## src/rtl/btn_num_entry.sv

```systemverilog
// btn_num_entry: two debounced pushbuttons stepping the nibbles of an 8-bit value, with hold-to-auto-repeat.
module btn_num_entry #(
  parameter int DB_MAX   = 1000000,
  parameter int HOLD_MAX = 50000000,
  parameter int RPT_MAX  = 10000000
) (
  input  logic       clk,
  input  logic       rst,
  input  logic [1:0] btn,
  output logic [7:0] num,
  output logic [1:0] btn_db,
  output logic [1:0] press,
  output logic       upd
);
  typedef enum logic [1:0] {IDLE, HELD, RPT} st_t;
  logic [1:0] s1, s2, press_n;
  always_ff @(posedge clk or posedge rst)
    if (rst) begin
      s1 <= '0;
      s2 <= '0;
    end else begin
      s1 <= btn;
      s2 <= s1;
    end
  for (genvar i = 0; i < 2; i++) begin : g_btn
    logic [25:0] dc, hc, hc_n;
    logic db, flip, rise, hexp, rexp, pn;
    st_t st, st_n;
    assign flip = (s2[i] != db) && (dc + 26'd1 == 26'(DB_MAX));
    assign rise = flip & ~db;
    assign hexp = hc + 26'd1 == 26'(HOLD_MAX);
    assign rexp = hc + 26'd1 == 26'(RPT_MAX);
    assign btn_db[i] = db;
    assign press_n[i] = pn;
    always_ff @(posedge clk or posedge rst)
      if (rst) begin
        dc <= '0;
        db <= 1'b0;
      end else begin
        dc <= (s2[i] == db || flip) ? '0 : dc + 26'd1;
        db <= db ^ flip;
      end
    always_ff @(posedge clk or posedge rst)
      if (rst) begin
        st <= IDLE;
        hc <= '0;
      end else begin
        st <= st_n;
        hc <= hc_n;
      end
    // A rise can only occur while db is low, so it takes priority over the release path
    always_comb begin
      st_n = rise ? HELD :
             (st != IDLE && !db) ? IDLE :
             (st == HELD && hexp) ? RPT : st;
    end
    always_comb begin
      pn   = rise | (db & ((st == HELD & hexp) | (st == RPT & rexp)));
      hc_n = (st == IDLE || pn || !db) ? '0 : hc + 26'd1;
    end
  end
  always_ff @(posedge clk or posedge rst)
    if (rst) begin
      num   <= '0;
      press <= '0;
      upd   <= 1'b0;
    end else begin
      num   <= {num[7:4] + 4'(press_n[1]), num[3:0] + 4'(press_n[0])};
      press <= press_n;
      upd   <= |press_n;
    end
endmodule

```

## config.mk

```make
export PLATFORM = sky130hd
export DESIGN_NAME = btn_num_entry
export DESIGN_NICKNAME = d
export VERILOG_FILES = /design/src/rtl/btn_num_entry.sv
export SDC_FILE = /design/constraint.sdc
export NUM_CORES = 1
export LEC_CHECK = 0
export CORE_MARGIN = 2
export CORE_UTILIZATION = 41
export CTS_CLUSTER_DIAMETER = 200
export DETAILED_ROUTE_END_ITERATION = 10
export SLEW_MARGIN = 20
export SYNTH_ARGS = -nofsm -noshare
export SYNTH_HDL_FRONTEND = slang
export SYNTH_SLANG_ARGS = --single-unit
```

## constraint.sdc

```tcl
create_clock -name clk -period 4.9 [get_ports clk]
set_input_delay 0.98 -clock clk [delete_from_list [all_inputs] [get_ports clk]]
set_output_delay 0.98 -clock clk [all_outputs]
set_load 0.02 [all_outputs]
```

==> impl_metrics.csv, run 1 <==
group,metric,value,unit
sta,min_period_over_period,72.8,%
cells_and_area,final_cell_count_no_fill,1047,
sta,worstMarginPinSlew,977,ps
floorplan,coreArea,0.0181,mm²
cts,post_cts_resized,0,
placement,place_area,0.00783,mm²
cts,tritoncts,"built",
yosys,yosysMostFrequentCell,"dfrtp_1",
yosys,ys_seq_area_share,41.2,%
cts,cts_setup_buffers,0,
detailed_routing,drc_errors,0,
yosys,synth-seq-cells,125,
detailed_routing,drtAntennaViolNets,0,
sta,finalHoldViolCount,0,
cts,hold_buffers,0,
global_route,grt_max_degree,66,
cts,cts-root-buf,"clkbuf_16",
pwr,p_per_area,286,mW/mm²
floorplan,start_util,42.0,%
placement,hpwlAfterDp,11400,µm
sta,max-slew-margin-rel,34.7,%
cells_and_area,multiInputGateArea,0.00414,mm²
flow_run,maxCapViolCount,0,
detailed_routing,drt_pass1_iterations,6,
floorplan,pin_count,17,
cts,cts_buffers,17,
cells_and_area,fin_nets,819,
yosys,async_reset_ff_share,100,%
yosys,synth_warnings,0,
setup_path,ff2ff_path_depth,8,
cells_and_area,antenna_cells_inserted,0,
cells_and_area,drive_gt1_share,11.0,%
hold_path,hold_depth,0,
detailed_routing,wl,16700,µm
cts,clockBufferDepth,2,
yosys,synth_cell_types,77,
yosys,synth_ff_type,"dfrtp_1",
setup_path,worstReg2RegStart,"g_btn[1].hc[0]",
yosys,synth_area_leaders,"dfrtp_1 (41%), xnor2_1 (7.4%), xor2_1 (5.1%), nor2_1 (4.9%), nand3_1 (4.2%)",
cells_and_area,fill_cells,1724,
placement,port_buffers,16,
global_route,grtUsageTotal,18.0,%
sta,skew,10.0,ps
hold_path,hold_class,"flip-flop to flip-flop",
yosys,synth-edff-count,0,
sta,fin_crit,3560,ps
floorplan,die_area,0.0196,mm²
yosys,synth_common_cells,"dfrtp_1 (125), nor2_1 (99), xnor2_1 (64)",
placement,gp_congestion,0.886,
setup_path,crit_fanout,26,
global_route,grt_pass1_vias,5672,
global_route,grt-ovfl-total,0,
status,status,"completed",
detailed_routing,drtIter0Drc,363,
floorplan,rows,49,
setup_path,r2r_slack,1340,ps
yosys,synth_top_area_share,41.2,%
sta,hold_ws,351,ps
placement,pre_cts_slack,1340,ps
floorplan,dieHeight,140,µm
yosys,syn_avg_cell_area,9.33,µm²
cts,clock-sinks,125,
setup_path,crit_required,5150,ps
global_route,grt_pass1_wl,28900,µm
cells_and_area,postLayoutCellArea,0.00845,mm²
cts,clk_pin_slew,60,ps
global_route,antenna_found_initial,0,
sta,rsz0062_at_grt,"false",
floorplan,fp.dieW,140,µm
sta,fmax,281,MHz
yosys,synth.net_count,828,
hold_path,hold_end,"s2[1]",
setup_path,worstReg2RegEnd,"g_btn[1].hc[8]",
yosys,yosys.area.top_type,"dfrtp_1",
detailed_routing,avgViaCountPerCell,5.66,
cells_and_area,seqCellArea,0.00313,mm²
yosys,syn_inst,814,
sta,finalSetupViolations,0,
cts,htree_num_levels,4,
setup_path,worstSetupStartpointType,"flip-flop",
cells_and_area,syn_to_final_growth,11.3,%
setup_path,crit_path_end_kind,"flip-flop",
detailed_routing,wl_per_cell,16.0,µm
pwr,peakVddDrop,249,µV
yosys,syn-cell-area,0.00759,mm²
cts,clock_latency,420,ps
pwr,p_leak,3.15,nW
detailed_routing,vias,5926,
sta,slew_violations,0,
setup_path,cp.arrival,3820,ps
placement,place_inst,1015,
sta,finalSetupTns,0,ps
sta,timing.final.ws_setup,1340,ps
setup_path,crit_type,"flip-flop to flip-flop",
hold_path,holdCritStartpoint,"s1[1]",
through the flow:
step	utilization [%]	power [mW]
finish	46.7	2.42
global route	46.7	2.50
floorplan	-	1.09
global placement	43.3	1.11
CTS	46.7	2.45
detailed placement	43.3	1.11
layout by cell type, fill, tap and decap left out, types with 13 or more instances in the layout:
cell / n
xnor2_1: 64
nand4_1: 39
dfrtp_1: 125
and3_1: 15
nand2_1: 43
inv_1: 19
xor2_1: 44
o21ai_0: 13
a211oi_1: 25
nor4_1: 21
clkdlybuf4s50_1: 16
nand3_1: 63
nor3_2: 21
clkbuf_16: 17
nor3_1: 22
and4_1: 15
nor2_1: 99
how the worst max path moves through the flow:
stage | from | to | slack (ps) | depth (start not counted)
2_1_floorplan | rst | asynchronous set/reset pin | 590 | 1
4_1_cts | g_btn[1].hc[0] | g_btn[1].hc[1] | 1320 | 8
3_3_place_gp | g_btn[1].hc[0] | g_btn[1].hc[1] | 1400 | 8
5_1_grt | g_btn[0].hc[0] | num[2] | 1040 | 11
3_5_place_dp | g_btn[1].hc[0] | g_btn[1].hc[1] | 1340 | 8
6_report | g_btn[1].hc[0] | g_btn[1].hc[8] | 1340 | 8
where the power goes:
part | switching, mW | internal [mW]
Clock | 0.499 | 0.828
Combinational | 0.0324 | 0.00997
Sequential | 0.00734 | 1.04
layout make-up:
| class | count | share of cell area [%] |
|---|---|---|
| flip-flops and latches | 125 | 37.0 |
| clock inverters | 13 | 1.95 |
| multi-input cells | 619 | 48.9 |
| well taps | 229 | 3.39 |
| clock buffers | 19 | 5.36 |
| inverters | 20 | 0.918 |
| repair buffers | 22 | 2.43 |
sequential cells by signal (all words and copies together) (netlist names), named ones only:
name and cells:
press 2, upd 1, s1 2, g_btn.dc 52
num 8, s2 2, g_btn.hc 52, g_btn.st 4
cells by family after synthesis:
kind of cell | Yosys count | share of synthesized area, %
buf+inv | 70 | 4.51
xor+xnor | 108 | 12.5
fa+ha+maj | 10 | 1.65
simple gates | 395 | 29.8
flops | 125 | 41.2
mux | 3 | 0.428
compound gates | 103 | 9.95
routing by layer:
metal  vias up  wire length [µm]  GRT usage (%)
met2       102              7630           27.9
met5         -                 0              0
met3        18               567           3.59
met1      2865              8260           25.4
met4         0               252           6.11
li1       2941                 -              -
worst max-delay path, cell delays in order, from the launching register on:
cell      delay (ps)
dfrtp_1          470
ha_1             420
nand4_4          200
nor3_4           270
o211ai_1         130
a2111o_1         420
or4_4            570
a21oi_4          790
a211oi_1         110
Power figures use the tool's default switching activity.
==> run 2, diff against run 1 <==
==> constraint.sdc (replaced) <==
create_clock -name clk -period 3.55 [get_ports clk]
set_input_delay 0.71 -clock clk [delete_from_list [all_inputs] [get_ports clk]]
set_output_delay 0.71 -clock clk [all_outputs]
set_load 0.02 [all_outputs]
==> run 2 against run 1 <==
  * The flow now finishes with violations (DRC)
  * Critical path depth increased by 3
  * Global-route usage fell by 0.60 points
  * Clock power increased by 28%
  * Maximum frequency up 9.3%
  * Sequential share of layout area down 0.26 points
  * Setup slack worse by 1000 ps
  * Critical path type unchanged
  * Die area did not move
  * Largest power group unchanged
  * Sequential power is 37% higher
  * Core utilization grew 0.33 points
  * Non-clock buffer count increased by 11
==> impl_metrics.csv, run 2 (synthesis gave the netlist of run 1 again) <==
group,metric,value,unit
status,violations,"DRC",
floorplan,rows,49,
sta,max-slew-margin-rel,48.7,%
sta,worstMarginPinSlew,769,ps
detailed_routing,drtIter0Drc,451,
cells_and_area,top_regs,"g_btn.dc x52, g_btn.hc x52, num x8",
pwr,p_per_area,376,mW/mm²
placement,gp_congestion,0.859,
cells_and_area,drive_gt1_share,12.2,%
cts,cts_setup_buffers,0,
cts,clk_pin_slew,60,ps
global_route,grt-ovfl-total,0,
detailed_routing,drc_errors,1,
floorplan,coreArea,0.0181,mm²
sta,rsz0062_at_grt,"false",
setup_path,crit_type,"flip-flop to flip-flop",
cts,cts_buffers,17,
hold_path,hold_class,"flip-flop to flip-flop",
cells_and_area,final_common_cell,"dfrtp_1",
detailed_routing,drt_pass1_iterations,9,
status,status,"finished with violations",
floorplan,pin_count,17,
cells_and_area,multiInputGateArea,0.00414,mm²
cts,tritoncts,"built",
flow_run,maxCapViolCount,0,
cts,hold_buffers,0,
placement,place_inst,1026,
floorplan,dieHeight,140,µm
setup_path,crit_required,3890,ps
setup_path,worstSetupStartpointType,"flip-flop",
cells_and_area,final_cell_mix,"dfrtp_1 (125), nor2_1 (99), xnor2_1 (64)",
cells_and_area,fill_cells,1701,
sta,skew,10.2,ps
cts,clock-sinks,125,
detailed_routing,wl,16500,µm
detailed_routing,vias,5897,
sta,finalSetupViolations,0,
floorplan,die_area,0.0196,mm²
global_route,grtUsageTotal,17.4,%
cells_and_area,seqCellArea,0.00313,mm²
setup_path,crit_fanout,7,
cells_and_area,fin_nets,830,
placement,hpwlAfterDp,11200,µm
floorplan,start_util,42.0,%
global_route,grt_max_degree,126,
sta,fmax,307,MHz
cts,cts-root-buf,"clkbuf_16",
detailed_routing,wl_per_cell,15.6,µm
pwr,p_leak,3.19,nW
cells_and_area,antenna_cells_inserted,0,
pwr,peakVddDrop,393,µV
cts,clock_latency,420,ps
cells_and_area,final_cell_count_no_fill,1058,
cts,post_cts_resized,0,
detailed_routing,drtAntennaViolNets,0,
sta,slew_violations,0,
floorplan,fp.dieW,140,µm
sta,fin_crit,3260,ps
global_route,antenna_found_initial,0,
sta,finalSetupTns,0,ps
setup_path,cp.arrival,3600,ps
placement,port_buffers,16,
setup_path,crit_path_end_kind,"flip-flop",
cts,clockBufferDepth,2,
sta,finalHoldViolCount,0,
global_route,grt_pass1_wl,27900,µm
cells_and_area,syn_to_final_growth,12.1,%
cts,htree_num_levels,4,
detailed_routing,avgViaCountPerCell,5.57,
global_route,grt_pass1_vias,5596,
sta,min_period_over_period,91.8,%
## run 2: power breakdown
| group | internal [mW] | switching (mW) |
|---|---|---|
| clock network | 1.02 | 0.679 |
| logic | 0.0139 | 0.0439 |
| registers | 1.43 | 0.0104 |
| total | 2.47 | 0.733 |
## run 2: critical path, stage by stage (launching register included)
cell,delay (ps)
dfrtp_1,440
ha_1,260
nand4_4,150
nor3_4,300
o211ai_1,140
a2111o_1,430
or4_4,570
a211o_1,300
nand2_1,100
ha_1,190
ha_1,170
xor2_1,130
## run 2: cell type report
| type | instances | area share (%) |
|---|---|---|
| Multi-Input combinational cell | 619 | 48.6 |
| Sequential cell | 125 | 36.7 |
| Clock buffer | 20 | 5.48 |
| Timing Repair Buffer | 33 | 3.53 |
| Tap cell | 229 | 3.37 |
| Clock inverter | 12 | 1.34 |
| Inverter | 20 | 0.926 |
## run 2: stage by stage
step	hold slack (ps)	utilization [%]	instance area (µm²)	worst slack, ps	power, mW
after global routing	367	47.1	8510	31.5	3.31
after global placement	340	43.8	7920	358	1.53
final	351	47.1	8510	290	3.20
after floorplan	331	-	7600	454	1.51
after CTS	355	47.0	8500	273	3.24
after detailed placement	341	43.8	7920	284	1.53
## run 2: path summary, 6_finish.rpt
path / start / to / slack (ps) / cells past startpoint
max reg2reg: g_btn[1].hc[1] / num[6] / 290 / 11
min: s1[1] / s2[1] / 350 / 0
max in group asynchronous: rst / g_btn[0].hc[17] / 2220 / 3
min in group asynchronous: rst / g_btn[1].hc[6] / 810 / 3
max: g_btn[1].hc[1] / num[6] / 290 / 11
min reg2reg: s1[1] / s2[1] / 350 / 0
## run 2: routing by layer
metal | up-vias | share of wire (%) | global-route usage, %
li1 | 2950 | - | -
met1 | 2820 | 49 | 24.2
met2 | 107 | 46 | 26.9
met3 | 20 | 3.3 | 3.66
met4 | 0 | 1.4 | 6.54
met5 | - | 0 | 0
